$ cat src/rtl/ccff_chain_loader.sv
// Configuration-chain loader: serializes host words MSB-first into ccff_head with a gated shift enable.
// Optional readback of the old chain contents via ccff_tail when CCFF_READBACK_EN is defined.
module ccff_chain_loader #(
  parameter int CHAIN_LEN = 40,
  parameter int WORD_W    = 8,
  parameter int CNT_W     = 16
) (
  input  logic              prog_clk,
  input  logic              prog_reset,
  input  logic              start,
  input  logic [WORD_W-1:0] word_data,
  input  logic              word_valid,
  output logic              word_ready,
  output logic              ccff_head,
  output logic              ccff_shift_en,
  input  logic              ccff_tail,
  output logic              busy,
  output logic              done
`ifdef CCFF_READBACK_EN
  ,
  output logic [WORD_W-1:0] rb_data,
  output logic              rb_valid
`endif
);

  typedef enum logic [1:0] {IDLE, FETCH, SHIFT, DONE} state_t;

  localparam logic [CNT_W-1:0] LEN = CNT_W'(CHAIN_LEN);
  localparam logic [CNT_W-1:0] WW  = CNT_W'(WORD_W);
  localparam logic [CNT_W-1:0] ONE = CNT_W'(1);

  state_t            state, state_n;
  logic [CNT_W-1:0]  bits_left, bits_left_n;   // bits not yet shifted, including the one on ccff_head
  logic [CNT_W-1:0]  bit_in_word, bit_in_word_n;
  logic [CNT_W-1:0]  bl_rem;
  logic [WORD_W-1:0] shreg, shreg_n;
  logic              head_n, shift_en_n, ready_n, busy_n, done_n, take;

  always_comb begin
    state_n       = state;
    bits_left_n   = bits_left;
    bit_in_word_n = bit_in_word;
    shreg_n       = shreg;
    head_n        = ccff_head;
    shift_en_n    = 1'b0;
    take          = word_valid && word_ready;
    bl_rem        = (state == SHIFT) ? bits_left - ONE : bits_left;
    unique case (state)
      IDLE: if (start) begin
        state_n       = FETCH;
        bits_left_n   = LEN;
        bit_in_word_n = '0;
      end
      FETCH, SHIFT: begin
        if (take) begin
          // A word accepted in the last SHIFT cycle of the previous word continues with no bubble.
          state_n       = SHIFT;
          head_n        = word_data[WORD_W-1];
          shreg_n       = word_data << 1;
          bits_left_n   = bl_rem;
          bit_in_word_n = (bl_rem >= WW) ? WW : bl_rem;
          shift_en_n    = 1'b1;
        end else if (state == SHIFT) begin
          if (bits_left == ONE) begin
            state_n       = DONE;
            bits_left_n   = '0;
            bit_in_word_n = '0;
          end else if (bit_in_word == ONE) begin
            state_n       = FETCH;
            bits_left_n   = bl_rem;
            bit_in_word_n = '0;
          end else begin
            head_n        = shreg[WORD_W-1];
            shreg_n       = shreg << 1;
            bits_left_n   = bl_rem;
            bit_in_word_n = bit_in_word - ONE;
            shift_en_n    = 1'b1;
          end
        end
      end
      DONE:    state_n = IDLE;
      default: state_n = IDLE;
    endcase
    ready_n = (state_n == FETCH) ||
              (state_n == SHIFT && bit_in_word_n == ONE && bits_left_n > ONE);
    busy_n  = (state_n == FETCH) || (state_n == SHIFT);
    done_n  = (state_n == DONE);
  end

  always_ff @(posedge prog_clk) begin
    if (prog_reset) begin
      state         <= IDLE;
      bits_left     <= '0;
      bit_in_word   <= '0;
      shreg         <= '0;
      ccff_head     <= 1'b0;
      ccff_shift_en <= 1'b0;
      word_ready    <= 1'b0;
      busy          <= 1'b0;
      done          <= 1'b0;
    end else begin
      state         <= state_n;
      bits_left     <= bits_left_n;
      bit_in_word   <= bit_in_word_n;
      shreg         <= shreg_n;
      ccff_head     <= head_n;
      ccff_shift_en <= shift_en_n;
      word_ready    <= ready_n;
      busy          <= busy_n;
      done          <= done_n;
    end
  end

`ifdef CCFF_READBACK_EN
  logic [WORD_W-1:0] cap, cap_cat;
  logic [CNT_W-1:0]  cap_cnt;
  logic              rb_last;

  assign cap_cat = (cap << 1) | WORD_W'(ccff_tail);
  assign rb_last = (cap_cnt + ONE == WW) || (bits_left == ONE);

  // Tail is sampled at the same edge the chain shifts, so it returns the pre-load contents.
  always_ff @(posedge prog_clk) begin
    if (prog_reset) begin
      cap      <= '0;
      cap_cnt  <= '0;
      rb_data  <= '0;
      rb_valid <= 1'b0;
    end else begin
      rb_valid <= 1'b0;
      if (ccff_shift_en) begin
        if (rb_last) begin
          rb_valid <= 1'b1;
          rb_data  <= cap_cat << (WW - cap_cnt - ONE);
          cap      <= '0;
          cap_cnt  <= '0;
        end else begin
          cap     <= cap_cat;
          cap_cnt <= cap_cnt + ONE;
        end
      end
    end
  end
`else
  logic unused_tail;
  assign unused_tail = ccff_tail;
`endif

endmodule
$ cat config.mk
export PLATFORM = sky130hd
export DESIGN_NAME = ccff_chain_loader
export DESIGN_NICKNAME = d
export VERILOG_FILES = /design/src/rtl/ccff_chain_loader.sv
export SDC_FILE = /design/constraint.sdc
export NUM_CORES = 1
export LEC_CHECK = 0
export CAP_MARGIN = 20
export CORE_ASPECT_RATIO = 1.2
export CORE_MARGIN = 2
export CORE_UTILIZATION = 40
export CTS_BUF_LIST = sky130_fd_sc_hd__clkbuf_8
export DETAILED_ROUTE_END_ITERATION = 10
export SLEW_MARGIN = 25
export SYNTH_ARGS = -nofsm -noshare
export SYNTH_HDL_FRONTEND = slang
export SYNTH_SLANG_ARGS = --single-unit
$ cat constraint.sdc
create_clock -name prog_clk -period 3.1 [get_ports prog_clk]
set_input_delay 0.62 -clock prog_clk [delete_from_list [all_inputs] [get_ports prog_clk]]
set_output_delay 0.62 -clock prog_clk [all_outputs]
set_load 0.01 [all_outputs]
==> results.yml, run 1 <==
critical_path:
  arrival_ns: 3.10
  crit_required_ns: 3.29
  start_kind: "flop"
  critPathKind: "reg -> reg"
  crit_start: "bits_left[1]$_SDFF_PP0_"
  crit_fanout: 5
  end_kind: "flop"
  crit-reg2reg-launch: "bits_left[1]$_SDFF_PP0_"
placement:
  post-dp-hpwl_um: 6970
  port_buffers: 16
  gp_congestion: 0.9359
  dp_cells: 528
pwr:
  p_leak_uw: 0.001414
  vdd.ir_drop.worst_uv: 240.4
  pwr-share-clk: 0.343
  pwr-share-seq: 0.448
  switching_share: 0.2936
  p_comb_frac: 0.209
  p_int_uw: 969.6
  p_sw_uw: 402.9
  powerDensity_nw_per_um2: 371.9
sta:
  slew_violations: 0
  finalHoldViolCount: 0
  skew_ns: 0.004329
  holdWs_ns: 0.4861
  maxSlewHeadroom: 0.6128
  final.min_clock_period_ns: 2.911
  fmax_ghz: 0.3435
  finalSetupViolCount: 0
  worst_slew_pin_slew_ns: 0.5798
  fin_crit_sh: 0.9392
  rsz0062_at_grt: "no"
clock_network:
  root_buffer: "clkbuf_8"
  numClockSinks: 46
  cts_tree: "built"
  htreeDepth: 2
  numCtsBuffers: 5
  clockBufferDepth: 2
  path_clk_slew_ns: 0.09
  clk-insertion-delay-late_ns: 0.31
  post_cts_buffers: 0
grt:
  grt_max_degree: 29
  antenna_found_initial: 0
  grt_pass1_wl_um: 14720
  grt_overflow_total: 0
  grt_usage: 0.2172
  grt_pass1_vias: 2903
die:
  initial_core_util: 0.4066
  die_w_um: 84.11
  rows: 35
  ios: 18
  core-area_um2: 7576
  dieArea_um2: 8422
  fp.dieH_um: 100.1
synthesis:
  syn-instance-count: 403
  synth_flop_cell: "dfxtp_1"
  yosys_warnings: 0
  ys_ff_latch: 46
  async_reset_ff_frac: 0
  syn-cell-area_um2: 3080
  seq_area_frac_synth: 0.2989
  synth_edf_count: 0
  syn_avg_cell_area_um2: 7.644
  syn-num-nets: 426
  yosys.cell_types.count: 65
cells_and_area:
  nNetsFinal: 466
  n_fill_cell: 767
  layout_common_cells: "48 x nor2_1, 46 x dfxtp_1, 43 x nand2_1"
  layout_commonest_cell: "nor2_1"
  final_cell_count_no_fill: 536
  post-route-util: 0.4872
  drive_gt1_frac: 0.1554
  n_antenna_cell: 0
  synthToLayoutAreaGrowth_pct: 19.82
route:
  vias: 3170
  firstDrtPassIters: 4
  viasPerCell: 5.914
  dr.first_iter.drc_count: 190
  drt-total-wl_um: 9122
  drtAntennaViolNets: 0
  route.detailed.drc: 0
  routedWlPerCell_um: 17.02
min_path:
  hp-class: "reg -> reg"
  min_from: "shreg[5]$_SDFFE_PP0P_"
run_status:
  status: "completed"
job:
  cap_violations: 0
power groups by stage:
| stage | Sequential [µW] | Combinational [µW] | Clock [µW] |
|---|---|---|---|
| finish | 615 | 287 | 471 |
| global route | 617 | 313 | 513 |
| CTS | 615 | 282 | 485 |
| detailed placement | 628 | 281 | 0 |
| global placement | 628 | 279 | 0 |
| floorplan | 629 | 156 | 0 |
logic make-up (layout without fill, tap and decap cells):
| logic type | count (synthesis) | in the layout | share of synthesized area |
|---|---|---|---|
| compound gates | 116 | 116 | 0.2579 |
| flops | 46 | 46 | 0.2989 |
| simple gates | 190 | 190 | 0.3375 |
| mux | 1 | 1 | 0.003250 |
| xor+xnor | 7 | 7 | 0.01990 |
| buf+inv | 33 | 74 | 0.04184 |
| fa+ha+maj | 10 | 10 | 0.04062 |
cell usage after synthesis (4+ instances only):
library cell / number / area (µm²)
nor2_1: 48 / 180.2
dfxtp_1: 46 / 920.9
nand2_1: 43 / 161.4
a21oi_1: 25 / 125.1
o21ai_0: 21 / 105.1
clkbuf_1: 16 / 60.06
nor3_1: 15 / 75.07
inv_1: 11 / 41.29
nor2b_1: 11 / 68.82
ha_1: 10 / 125.1
a311oi_1: 9 / 78.83
nand3_1: 9 / 45.04
nor4_1: 8 / 50.05
a31oi_1: 7 / 43.79
nand2b_1: 7 / 43.79
o31ai_1: 7 / 52.55
a211oi_1: 6 / 45.04
nand4_1: 6 / 37.54
or3_1: 6 / 37.54
a21o_1: 5 / 37.54
xor2_1: 5 / 43.79
a32oi_1: 4 / 35.03
and2_1: 4 / 25.02
buf_2: 4 / 20.02
o21ai_1: 4 / 20.02
critical path, cell delays in order, from the launching register on:
cell and delay, ns:
dfxtp_1 0.36, inv_1 0.09, ha_1 0.13, nor4b_2 0.33
and4_1 0.42, nand2_1 0.17, a32oi_1 0.27, nor4bb_1 0.35
nand4_1 0.16, nor4_2 0.35, o31ai_1 0.14
per-stage QoR:
stage,worst slack [ns],power [µW],area (µm²),setup TNS [ns]
after global placement,0.03990,906.5,3561,0
after detailed placement,-0.008177,908.9,3561,-0.008177
after floorplan,0.5680,785.4,3080,0
after CTS,0.09290,1381,3674,0
after global routing,0.01470,1442,3691,0
final,0.1885,1373,3691,0
sequential cells by signal, summed over array words and instances, names as in the netlist:
name           flops
ccff_head          1
state              2
done               1
bits_left         16
busy               1
word_ready         1
shreg              7
ccff_shift_en      1
bit_in_word       16
layer usage:
metal | up-vias | wire (µm) | GRT usage
met5 | - | 0 | 0
met4 | 0 | 172 | 0.07072
met3 | 14 | 389 | 0.02796
met2 | 88 | 4476 | 0.3718
met1 | 1499 | 4084 | 0.2838
li1 | 1569 | - | -
cell type report:
cell class,instances,area (µm²),share of cell area
Clock inverter,3,43.79,0.01186
Tap cell,92,115.1,0.03119
Clock buffer,5,68.82,0.01864
Sequential cell,46,920.9,0.2495
Multi-Input combinational cell,324,2048,0.5549
Timing Repair Buffer,55,452.9,0.1227
Inverter,11,41.29,0.01119
timing repair:
action	4_1_cts	5_1_grt
gates resized for setup	0	3
hold buffers	0	0
setup endpoints to repair	0	1
path summary, 6_finish.rpt:
path                           end  slack (ns)  cells past startpoint
min          shreg[6]$_SDFFE_PP0P_        0.49                      2
max          word_ready$_SDFF_PP0_        0.19                     10
min reg2reg  shreg[6]$_SDFFE_PP0P_        0.49                      2
max reg2reg  word_ready$_SDFF_PP0_        0.19                     10
Note: power is estimated with default switching activity, not from simulation.
==> run 2: changes to the inputs <==
--- a/config.mk
+++ b/config.mk
@@ -15,3 +15,4 @@
 export SYNTH_ARGS = -nofsm -noshare
 export SYNTH_HDL_FRONTEND = slang
 export SYNTH_SLANG_ARGS = --single-unit
+export TNS_END_PERCENT = 1
==> results of run 2 <==
The final DEF is identical to that of run 1; final timing and power are the same.
